`config.mk`:
```
export PLATFORM = sky130hd
export DESIGN_NAME = axilite_master_engine
export DESIGN_NICKNAME = d
export VERILOG_FILES = /design/src/rtl/axilite_master_engine.sv
export SDC_FILE = /design/constraint.sdc
export NUM_CORES = 1
export LEC_CHECK = 0
export CORE_ASPECT_RATIO = 1.5
export CORE_UTILIZATION = 45
export CTS_BUF_LIST = sky130_fd_sc_hd__clkbuf_4 sky130_fd_sc_hd__clkbuf_8
export CTS_CLUSTER_SIZE = 10
export DETAILED_ROUTE_END_ITERATION = 10
export GPL_TIMING_DRIVEN = 0
export HOLD_SLACK_MARGIN = 0.08
export PLACE_DENSITY = 0.95
export SKIP_CTS_REPAIR_TIMING = 1
export SYNTH_ARGS = -nofsm -noshare
export SYNTH_HDL_FRONTEND = slang
export SYNTH_SLANG_ARGS = --single-unit
```
`constraint.sdc`:
```
create_clock -name M_AXI_ACLK -period 5.75 [get_ports M_AXI_ACLK]
set_input_delay 1.15 -clock M_AXI_ACLK [delete_from_list [all_inputs] [get_ports M_AXI_ACLK]]
set_output_delay 1.15 -clock M_AXI_ACLK [all_outputs]
set_load 0.02 [all_outputs]
```
`src/rtl/axilite_master_engine.sv`:
```
// axilite_master_engine
//   Single-outstanding AXI4-Lite master. A fabric-side sequencer hands it one
//   command at a time (write or read). The engine runs the matching AXI4-Lite
//   transaction and returns a single response.
//   Optional macro AXIM_TIMEOUT_EN adds a per-phase watchdog that aborts a
//   stalled transaction after TIMEOUT_CYCLES cycles. When it aborts, the
//   response carries RSP_TIMEOUT=1 and RSP_RESP=2'b11.
module axilite_master_engine #(
  parameter int C_M_AXI_DATA_WIDTH = 32,
  parameter int C_M_AXI_ADDR_WIDTH = 10
`ifdef AXIM_TIMEOUT_EN
  , parameter int TIMEOUT_CYCLES   = 1024
`endif
) (
  input  logic                              M_AXI_ACLK,
  input  logic                              M_AXI_ARESETN,
  // command side
  input  logic                              CMD_VALID,
  output logic                              CMD_READY,
  input  logic                              CMD_WRITE,
  input  logic [C_M_AXI_ADDR_WIDTH-1:0]     CMD_ADDR,
  input  logic [C_M_AXI_DATA_WIDTH-1:0]     CMD_WDATA,
  input  logic [C_M_AXI_DATA_WIDTH/8-1:0]   CMD_WSTRB,
  // response side
  output logic                              RSP_VALID,
  input  logic                              RSP_READY,
  output logic                              RSP_WRITE,
  output logic [C_M_AXI_DATA_WIDTH-1:0]     RSP_RDATA,
  output logic [1:0]                        RSP_RESP,
  output logic                              RSP_TIMEOUT,
  output logic                              BUSY,
  // AXI4-Lite write address
  output logic [C_M_AXI_ADDR_WIDTH-1:0]     M_AXI_AWADDR,
  output logic [2:0]                        M_AXI_AWPROT,
  output logic                              M_AXI_AWVALID,
  input  logic                              M_AXI_AWREADY,
  // AXI4-Lite write data
  output logic [C_M_AXI_DATA_WIDTH-1:0]     M_AXI_WDATA,
  output logic [C_M_AXI_DATA_WIDTH/8-1:0]   M_AXI_WSTRB,
  output logic                              M_AXI_WVALID,
  input  logic                              M_AXI_WREADY,
  // AXI4-Lite write response
  input  logic [1:0]                        M_AXI_BRESP,
  input  logic                              M_AXI_BVALID,
  output logic                              M_AXI_BREADY,
  // AXI4-Lite read address
  output logic [C_M_AXI_ADDR_WIDTH-1:0]     M_AXI_ARADDR,
  output logic [2:0]                        M_AXI_ARPROT,
  output logic                              M_AXI_ARVALID,
  input  logic                              M_AXI_ARREADY,
  // AXI4-Lite read data
  input  logic [C_M_AXI_DATA_WIDTH-1:0]     M_AXI_RDATA,
  input  logic [1:0]                        M_AXI_RRESP,
  input  logic                              M_AXI_RVALID,
  output logic                              M_AXI_RREADY
);

  typedef enum logic [2:0] {
    IDLE    = 3'd0,
    WR_REQ  = 3'd1,
    WR_RESP = 3'd2,
    RD_REQ  = 3'd3,
    RD_DATA = 3'd4,
    RSP     = 3'd5
  } state_t;

  state_t state_q, state_d;

  logic cmd_ready_d;
  logic awvalid_d, wvalid_d, arvalid_d;
  logic bready_d, rready_d;
  logic rsp_valid_d;
  logic latch_cmd, latch_b, latch_r;

`ifdef AXIM_TIMEOUT_EN
  localparam int CNT_W = $clog2(TIMEOUT_CYCLES) + 1;
  logic [CNT_W-1:0] phase_cnt_q;
  logic             to_fire;
  logic             rsp_timeout_q;
`endif

  // Unprivileged, secure, data accesses only.
  assign M_AXI_AWPROT = 3'b000;
  assign M_AXI_ARPROT = 3'b000;

  assign BUSY = (state_q != IDLE);

  // State register.
  always_ff @(posedge M_AXI_ACLK or negedge M_AXI_ARESETN) begin
    if (!M_AXI_ARESETN) state_q <= IDLE;
    else                state_q <= state_d;
  end

  // Next-state logic and next values of every registered handshake output.
  always_comb begin
    state_d     = state_q;
    cmd_ready_d = 1'b0;
    awvalid_d   = M_AXI_AWVALID;
    wvalid_d    = M_AXI_WVALID;
    arvalid_d   = M_AXI_ARVALID;
    bready_d    = M_AXI_BREADY;
    rready_d    = M_AXI_RREADY;
    rsp_valid_d = RSP_VALID;
    latch_cmd   = 1'b0;
    latch_b     = 1'b0;
    latch_r     = 1'b0;
`ifdef AXIM_TIMEOUT_EN
    to_fire     = 1'b0;
`endif
    unique case (state_q)
      IDLE: begin
        cmd_ready_d = 1'b1;
        if (CMD_VALID && CMD_READY) begin
          latch_cmd   = 1'b1;
          cmd_ready_d = 1'b0;
          if (CMD_WRITE) begin
            state_d   = WR_REQ;
            awvalid_d = 1'b1;
            wvalid_d  = 1'b1;
          end else begin
            state_d   = RD_REQ;
            arvalid_d = 1'b1;
          end
        end
      end
      WR_REQ: begin
        // AW and W retire independently; move on only once both have.
        if (M_AXI_AWVALID && M_AXI_AWREADY) awvalid_d = 1'b0;
        if (M_AXI_WVALID && M_AXI_WREADY)   wvalid_d  = 1'b0;
        if (!awvalid_d && !wvalid_d) begin
          state_d  = WR_RESP;
          bready_d = 1'b1;
        end
      end
      WR_RESP: begin
        if (M_AXI_BVALID && M_AXI_BREADY) begin
          latch_b     = 1'b1;
          bready_d    = 1'b0;
          rsp_valid_d = 1'b1;
          state_d     = RSP;
        end
      end
      RD_REQ: begin
        if (M_AXI_ARVALID && M_AXI_ARREADY) begin
          arvalid_d = 1'b0;
          rready_d  = 1'b1;
          state_d   = RD_DATA;
        end
      end
      RD_DATA: begin
        if (M_AXI_RVALID && M_AXI_RREADY) begin
          latch_r     = 1'b1;
          rready_d    = 1'b0;
          rsp_valid_d = 1'b1;
          state_d     = RSP;
        end
      end
      RSP: begin
        if (RSP_READY) begin
          rsp_valid_d = 1'b0;
          cmd_ready_d = 1'b1;
          state_d     = IDLE;
        end
      end
      default: state_d = IDLE;
    endcase
`ifdef AXIM_TIMEOUT_EN
    // Watchdog: a phase that has not completed by its last allowed cycle is
    // abandoned. Dropping a raised VALID breaks AXI rules on purpose; it is
    // only meant to recover from a hung slave.
    if ((state_q inside {WR_REQ, WR_RESP, RD_REQ, RD_DATA}) &&
        (state_d == state_q) &&
        (phase_cnt_q == CNT_W'(TIMEOUT_CYCLES - 1))) begin
      to_fire     = 1'b1;
      awvalid_d   = 1'b0;
      wvalid_d    = 1'b0;
      arvalid_d   = 1'b0;
      bready_d    = 1'b0;
      rready_d    = 1'b0;
      rsp_valid_d = 1'b1;
      state_d     = RSP;
    end
`endif
  end

  // Registered handshake outputs, captured command and captured response.
  always_ff @(posedge M_AXI_ACLK or negedge M_AXI_ARESETN) begin
    if (!M_AXI_ARESETN) begin
      CMD_READY     <= 1'b0;
      M_AXI_AWVALID <= 1'b0;
      M_AXI_WVALID  <= 1'b0;
      M_AXI_ARVALID <= 1'b0;
      M_AXI_BREADY  <= 1'b0;
      M_AXI_RREADY  <= 1'b0;
      RSP_VALID     <= 1'b0;
      RSP_WRITE     <= 1'b0;
      RSP_RDATA     <= '0;
      RSP_RESP      <= 2'b00;
      M_AXI_AWADDR  <= '0;
      M_AXI_WDATA   <= '0;
      M_AXI_WSTRB   <= '0;
      M_AXI_ARADDR  <= '0;
    end else begin
      CMD_READY     <= cmd_ready_d;
      M_AXI_AWVALID <= awvalid_d;
      M_AXI_WVALID  <= wvalid_d;
      M_AXI_ARVALID <= arvalid_d;
      M_AXI_BREADY  <= bready_d;
      M_AXI_RREADY  <= rready_d;
      RSP_VALID     <= rsp_valid_d;
      if (latch_cmd) begin
        RSP_WRITE <= CMD_WRITE;
        if (CMD_WRITE) begin
          M_AXI_AWADDR <= CMD_ADDR;
          M_AXI_WDATA  <= CMD_WDATA;
          M_AXI_WSTRB  <= CMD_WSTRB;
        end else begin
          M_AXI_ARADDR <= CMD_ADDR;
        end
      end
      if (latch_b) begin
        RSP_RDATA <= '0;
        RSP_RESP  <= M_AXI_BRESP;
      end
      if (latch_r) begin
        RSP_RDATA <= M_AXI_RDATA;
        RSP_RESP  <= M_AXI_RRESP;
      end
`ifdef AXIM_TIMEOUT_EN
      if (to_fire) begin
        RSP_RDATA <= '0;
        RSP_RESP  <= 2'b11;
      end
`endif
    end
  end

`ifdef AXIM_TIMEOUT_EN
  // Per-phase stall counter: restarts on every state change.
  always_ff @(posedge M_AXI_ACLK or negedge M_AXI_ARESETN) begin
    if (!M_AXI_ARESETN)
      phase_cnt_q <= '0;
    else if (state_d != state_q)
      phase_cnt_q <= '0;
    else if (state_q inside {WR_REQ, WR_RESP, RD_REQ, RD_DATA})
      phase_cnt_q <= phase_cnt_q + CNT_W'(1);
  end

  // Timeout flag: set on abort, cleared when the next command is taken.
  always_ff @(posedge M_AXI_ACLK or negedge M_AXI_ARESETN) begin
    if (!M_AXI_ARESETN)  rsp_timeout_q <= 1'b0;
    else if (to_fire)    rsp_timeout_q <= 1'b1;
    else if (latch_cmd)  rsp_timeout_q <= 1'b0;
  end

  assign RSP_TIMEOUT = rsp_timeout_q;
`else
  assign RSP_TIMEOUT = 1'b0;
`endif

endmodule

```
# ---- Word level (Yosys, flattened, before mapping)
# Index checks and enable logic that the tools add are counted.
dict set report totals {
  regBits 101
  inputBits 92
  out_inout_bits 106
  elab_cells 97
}
dict set report classes {
  n_reduce_logical 25
  muxes 43
  bitwise_logic 1
  eq_ne 13
}
# cell n
set op_table {}
lappend op_table {{$mux W32} 2}
lappend op_table {{$mux W1} 24}
lappend op_table {{$mux W3} 6}
lappend op_table {{$pmux W3 S6} 1}
lappend op_table {{$ne A2 B2 Y1 const B} 8}
lappend op_table {{$pmux W1 S2} 6}
lappend op_table {{$reduce_bool A2 Y1} 5}
lappend op_table {{$reduce_and A3 Y1} 3}
lappend op_table {{$reduce_and A4 Y1} 2}
lappend op_table {{$logic_and A1 B1 Y1} 7}
lappend op_table {{$eq A3 B2 Y1 const B} 2}
lappend op_table {{$eq A3 B3 Y1 const B} 2}
lappend op_table {{$mux W2} 3}
lappend op_table {{$reduce_and A6 Y1} 1}
lappend op_table {{$reduce_bool A3 Y1} 2}
lappend op_table {{$reduce_and A2 Y1} 2}
lappend op_table {{$eq A3 B1 Y1 const B} 1}
lappend op_table {{$logic_not A3 Y1} 1}
lappend op_table {{$pmux W1 S3} 1}
lappend op_table {{$logic_not A1 Y1} 2}
lappend op_table {{$not A1 Y1} 1}

# ---- Depth between registers and ports, before layout
# Gate-level depths: netlist (run 1).
dict set report logic_depth {
  word_depth 7
  mapped_depth 7
  ltp_nobuf 4
}

# ---- Worst setup path after synthesis (run 1)
# Ideal clock, no wire load.
dict set report synth_timing {
  path_kind {input to register}
  start {in CMD_WRITE}
  end {reg M_AXI_AWADDR[8]}
  t_required_ns 5.625
  path_slack_ns 3.411
  path_buffers 3
  t_arrival_ns 2.214
  setup_time_ns 0.125
  path_stages 6
  cell_sequence {inv_1 or3_1 clkbuf_1 buf_6 buf_6 mux2_4}
}
dict set report synth_between {
  elab_chain_cells 1
}
# element line_no
set synth_rtl {}
lappend synth_rtl {{start: declaration} 20} ;# input logic CMD_WRITE,
lappend synth_rtl {{$reduce_and A2 Y1 (no line)} --}
lappend synth_rtl {{end signal: assignment} 199} ;# M_AXI_AWADDR <= '0;
lappend synth_rtl {{end signal: assignment} 214} ;# M_AXI_AWADDR <= CMD_ADDR;
lappend synth_rtl {{end: declaration} 33} ;# output logic [C_M_AXI_ADDR_WIDTH-1:0] M_AXI_AWADDR,
# No other way between the ends.
# A chain may end at the register's enable or synchronous reset.

# ---- Final worst setup path (run 1)
dict set report layout_timing {
  start {reg state_q[0]}
  end {out BUSY}
}
dict set report layout_between {
  elab_chain_cells 1
}
# element line_no
set layout_rtl {}
lappend layout_rtl {{start: declaration} 67} ;# state_t state_q, state_d;
lappend layout_rtl {{start signal: assignment} 91} ;# else state_q <= state_d;
lappend layout_rtl {{$reduce_bool A3 Y1} 86} ;# assign BUSY = (state_q != IDLE);
lappend layout_rtl {{end: declaration} 31} ;# output logic BUSY,
# No other way between the ends.

==> run summary, run 1 <==
Outcome = completed
Sequential cell area = 2530 um2
CTS clk-pin slew, worst paths = 0.09 ns
Syn Area/Cell = 14.4 um2
Required @ worst endpoint = 4.60 ns
GPL Wtd Cong = 0.875
Initial Util = 0.468
Layout cells sized above 1 = 0.188
IO Pins = 198
Die Height = 117 um
IO buf count = 190
Multi-input gate area = 1300 um2
# setup viols final = 0
Pre-CTS WS = 2.59 ns
Startpoint types = register
Slew of the pin with the lowest slew margin = 0.640 ns
Internal Power = 1.02 mW
Cells after Synth = 276
Detailed Route WL = 10.5 mm
Hold Crit Class = register to register
Period utilization = 0.498
Max-slew violations = 0
Register area share after synthesis = 0.638
Setup CP Type = register to output port
CP endpoint kind = output port
Worst ir drop on vdd = 0.000156 V
Vias in the first global route = 3128
H-tree level count = 3
Worst setup margin = 2.89 ns
Max Cap Violations = 0
Router iterations before antenna repair = 4
Uppermost layer routed = met4
Share of the synthesized area in the top cell type = 0.638
Critical Path AT = 1.71 ns
Post-Layout Cell Count = 596
Clock sinks = 101
Layout Nets = 576
Final Hold Vio Count = 0
Met1 Routed Length = 3.74 mm
Synth async-reset ratio = 1.00
Largest net degree at the start of global routing = 61
Sequential group share of total power = 0.551
First-pass GRT wire length = 15.9 mm
Worst skew pair latency = 0.37 ns
Worst Skew = 0.0118 ns
Final setup TNS = 0 ns
Sw Pwr = 265 uW
Die width = 78.6 um
All-Layer GR Usage = 0.232
Max transition margin = 0.572
P_leak = 2.93 nW
CTS tree = done
Vias post-DR = 3034
Number of placement rows = 41
Main area contributors after synthesis = dfrtp_1 (64%), mux2_2 (14%), a22o_1 (7.1%)
Clock buffer depth = 2
Core area = 8460 um2
Root buffer cell = clkbuf_8
F_max = 0.349 GHz
Top post-synthesis cells by count = dfrtp_1 (101), mux2_2 (50), a22o_1 (32), nand2_1 (18)
Fill cells = 560
Area leader, netlist = dfrtp_1
Power per standard cell area = 206 nW/um2
Met3 WL post-DR = 716 um
Initial antenna violation count = 0
Fin crit period = 2.86 ns
Metal2 WL = 5.80 mm
Design area = 6260 um2
DRC errors left = 0
Sw frac = 0.206
EDFF count, synth = 0
Max Fanout on Critical Path = 6
Placed standard-cell area = 6040 um2
Flops & latches, synth = 101
RSZ-0062 raised after global routing = false
Cell variety after synth = 31
Detailed Route Iter0 Violations = 179
Post-DR vias/cell = 5.09
GR Overflow Total = 0
Wire length per cell = 17.7 um
Final hold slack = 0.505 ns
P&R area growth vs syn = 58.0%
TritonCTS buffer count = 9
Detail Route Antenna Nets = 0
# diodes = 0
Cell area after synthesis = 3960 um2
HPWL Detailed = 7.80 mm
Pwr Total = 1.29 mW
Comb power frac = 0.070
Clock power frac = 0.379
Dominant synthesized flop cell = dfrtp_1
Count leader, synth = dfrtp_1
Die area = 9190 um2
Ys Warns = 0
Fin util = 0.739
Dpl cells = 580
==> placed cells by master (no fill, tap or decap), drive strengths merged, types with 3 or more instances in the layout <==
| master | n |
|---|---|
| nand2 | 18 |
| o21ai | 9 |
| clkinv | 3 |
| clkbuf | 20 |
| a22oi | 3 |
| conb | 7 |
| nor2 | 3 |
| mux2i | 3 |
| nor2b | 3 |
| inv | 5 |
| a22o | 32 |
| buf | 17 |
| mux2 | 57 |
| clkdlybuf4s50 | 189 |
| dfrtp | 101 |
==> metal layers <==
metal,up-vias,track usage
li1,1385,-
met1,1485,0.246
met2,141,0.424
met3,23,0.0643
met4,0,0.104
met5,-,0
==> state kept, by name, summed over array words and instances, names as in the netlist, 2 cells and up <==
name,flops
M_AXI_WDATA,32
M_AXI_ARADDR,10
RSP_RESP,2
state_q,3
M_AXI_AWADDR,10
RSP_RDATA,32
M_AXI_WSTRB,4
==> power by group through the flow <==
stage                     logic [mW]  clock network [mW]  registers [mW]
after floorplan              0.00973                   0           0.724
after global placement        0.0858                   0           0.724
after detailed placement      0.0902                   0           0.724
after CTS                     0.0909               0.496           0.710
after global routing          0.0972               0.527           0.710
final                         0.0899               0.488           0.710
==> logic make-up after synthesis <==
family / Yosys count / share of synthesized area
other cells: 1 / 0.000947
buf+inv: 29 / 0.0398
mux: 60 / 0.176
simple gates: 33 / 0.0433
flops: 101 / 0.638
compound gates: 52 / 0.102
==> area by class of cell <==
class / count / area share
Buffer: 24 / 0.0222
Clock buffer: 11 / 0.0222
Clock inverter: 5 / 0.0120
Inverter: 5 / 0.00300
Multi-Input combinational cell: 152 / 0.208
Sequential cell: 101 / 0.404
Tap cell: 107 / 0.0214
Timing Repair Buffer: 191 / 0.308
==> worst max-delay path, cell delays in order (launching register included) <==
cell and delay, ns:
dfrtp_1 0.47, nor3_4 0.26, inv_2 0.06, clkdlybuf4s50_1 0.56
==> worst paths after layout <==
check                           slack, ns  cells after the start                 startpoint                    endpoint
worst max-delay path                 2.89                      3     state_q[0]$_DFFE_PN0P_                        BUSY
min in group asynchronous            0.76                      1              M_AXI_ARESETN  M_AXI_WSTRB[0]$_DFFE_PN0P_
max in group asynchronous            4.31                      2              M_AXI_ARESETN    RSP_RDATA[5]$_DFFE_PN0P_
worst min register to register       0.51                      1  RSP_RDATA[16]$_DFFE_PN0P_   RSP_RDATA[16]$_DFFE_PN0P_
worst min-delay path                 0.51                      1  RSP_RDATA[16]$_DFFE_PN0P_   RSP_RDATA[16]$_DFFE_PN0P_
worst max register to register       3.62                      6     state_q[1]$_DFFE_PN0P_    RSP_RDATA[5]$_DFFE_PN0P_
(Power assumes the default switching activity.)
==> run 2: changes to the inputs <==
Settings changed: CORE_UTILIZATION 45 to 41, PLACE_DENSITY 0.95 to 0.93.
Clock period 5.75 ns to 2.85 ns, I/O delays scaled along.
==> run summary, run 2 (synthesis gave the netlist of run 1 again) <==
Outcome = completed (unchanged)
IO Pins = 198 (unchanged)
Max Cap Violations = 0 (unchanged)
Setup CP Type = register to output port (unchanged)
RSZ-0062 raised after global routing = false (unchanged)
Met3 usage = 0.0528 (was 0.0643)
H-tree level count = 3 (unchanged)
Max incr delay on CP = 0.55 ns (was 0.56 ns)
CP endpoint kind = output port (unchanged)
Vias in the first global route = 3168 (was 3128)
GR Overflow Total = 0 (unchanged)
Max-slew violations = 0 (unchanged)
Grt met1 use = 0.226 (was 0.246)
Die area = 10100 um2 (was 9190 um2)
Sw Pwr = 540 uW (was 265 uW)
First-pass GRT wire length = 15.3 mm (was 15.9 mm)
F_max = 0.441 GHz
HPWL Detailed = 7.52 mm (was 7.80 mm)
Worst Skew = 0.0153 ns (was 0.0118 ns)
Final Hold Vio Count = 0 (unchanged)
Fin util = 0.670 (was 0.739)
Worst skew pair latency = 0.36 ns (was 0.37 ns)
Hold Crit Class = input pin to asynchronous set/reset pin (was register to register)
Detailed Route WL = 9.98 mm (was 10.5 mm)
Largest net degree at the start of global routing = 53 (was 61)
Sequential group share of total power = 0.570 (was 0.551)
Clock sinks = 101 (unchanged)
P&R area growth vs syn = 57.5% (was 58.0%)
Comb power frac = 0.072 (was 0.070)
Layout Nets = 576 (unchanged)
All-Layer GR Usage = 0.203 (was 0.232)
Pre-CTS WS = 0.349 ns (was 2.59 ns)
CTS tree = done (unchanged)
Core area = 9310 um2 (was 8460 um2)
Initial antenna violation count = 0 (unchanged)
IO buf count = 190 (unchanged)
Detail Route Antenna Nets = 0 (unchanged)
Most used routing layer in global routing = met2 (unchanged)
Period utilization = 0.796
Final hold slack = 0.215 ns (was 0.505 ns)
Slew of the pin with the lowest slew margin = 0.650 ns (was 0.640 ns)
# setup viols final = 0 (unchanged)
Commonest non-fill, non-tap cells in the layout = clkdlybuf4s50_1 (189), dfrtp_1 (101), mux2_2 (50) (unchanged)
Pwr Total = 2.51 mW (was 1.29 mW)
Placed standard-cell area = 6050 um2 (was 6040 um2)
Startpoint types = register (unchanged)
DRC errors left = 0 (unchanged)
Post-DR vias/cell = 5.06 (was 5.09)
Router iterations before antenna repair = 4 (unchanged)
CTS clk-pin slew, worst paths = 0.10 ns (was 0.09 ns)
Detailed Route Iter0 Violations = 97 (was 179)
Required @ worst endpoint = 2.28 ns (was 4.60 ns)
Vias post-DR = 3034 (unchanged)
Critical-path cell list = nor3_4 > inv_2 > clkdlybuf4s50_1 (unchanged)
M2 GR Usage = 0.364 (was 0.424)
Power per standard cell area = 403 nW/um2 (was 206 nW/um2)
Initial Util = 0.426 (was 0.468)
Commonest non-fill, non-tap cell in the layout = clkdlybuf4s50_1 (unchanged)
Root buffer cell = clkbuf_8 (unchanged)
Internal Power = 1.97 mW (was 1.02 mW)
Sw frac = 0.215 (was 0.206)
Cell with the largest stage delay on the worst path = clkdlybuf4s50_1 (unchanged)
Worst setup margin = 0.581 ns (was 2.89 ns)
P_leak = 2.91 nW (was 2.93 nW)
Clock buffer depth = 2 (unchanged)
GPL Wtd Cong = 0.830 (was 0.875)
Die Height = 122 um (was 117 um)
Critical Path AT = 1.70 ns (was 1.71 ns)
Wire length per cell = 16.6 um (was 17.7 um)
Fin crit period = 2.27 ns
Max Fanout on Critical Path = 6 (unchanged)
# diodes = 0 (unchanged)
Regs by FF count = M_AXI_WDATA (32), RSP_RDATA (32) (unchanged)
Clock power frac = 0.358 (was 0.379)
Design area = 6240 um2 (was 6260 um2)
Layout cells sized above 1 = 0.186 (was 0.188)
Die width = 82.3 um (was 78.6 um)
Max transition margin = 0.567 (was 0.572)
Worst ir drop on vdd = 0.000305 V (was 0.000156 V)
TritonCTS buffer count = 9 (unchanged)
Number of placement rows = 43 (was 41)
-- run 2: metal layers --
metal	routed length, um	vias to the layer above
met5	0	-
met4	153	0
met2	5400	134
met3	789	12
li1	-	1381
met1	3640	1507
-- run 2: path summary, 6_finish.rpt --
path	startpoint	cells after the start	slack (ns)	endpoint
setup / recovery	state_q[0]$_DFFE_PN0P_	3	0.58	BUSY
hold / removal	M_AXI_ARESETN	1	0.21	M_AXI_WDATA[11]$_DFFE_PN0P_
setup reg to reg	state_q[1]$_DFFE_PN0P_	6	0.75	RSP_RDATA[12]$_DFFE_PN0P_
hold reg to reg	RSP_RESP[1]$_DFFE_PN0P_	2	0.49	RSP_RESP[1]$_DFFE_PN0P_
max in group asynchronous	M_AXI_ARESETN	2	1.95	RSP_RDATA[17]$_DFFE_PN0P_
min in group M_AXI_ACLK	RSP_RESP[1]$_DFFE_PN0P_	2	0.49	RSP_RESP[1]$_DFFE_PN0P_
-- run 2: per-stage QoR --
stage               cells  setup TNS [ns]
floorplan             282               0
global placement      584         -228.36
detailed placement    585               0
CTS                   600               0
global route          600               0
finish                600               0
-- run 2: final cells by class --
cell class | count | area [um2]
clock buffer | 11 | 139
fill | 677 | 3070
sequential | 101 | 2530
inverter | 5 | 18.8
timing repair buffer | 191 | 1930
buffer | 24 | 139
tap | 112 | 140
clock inverter | 4 | 50.0
multi-input combinational | 152 | 1300
-- run 2: worst max-delay path: cells and delay by family, from the launching register on --
family / cells / cell delay [ns]
DFF: 1 / 0.47
buffers and inverters: 2 / 0.61
and+or+nand+nor: 1 / 0.26
-- run 2: power groups by stage --
stage               logic (mW)  clock network, mW  registers, mW
floorplan               0.0196                  0           1.46
global placement         0.173                  0           1.46
detailed placement       0.182                  0           1.46
CTS                      0.183              0.920           1.43
global route             0.197              0.976           1.43
finish                   0.181              0.900           1.43
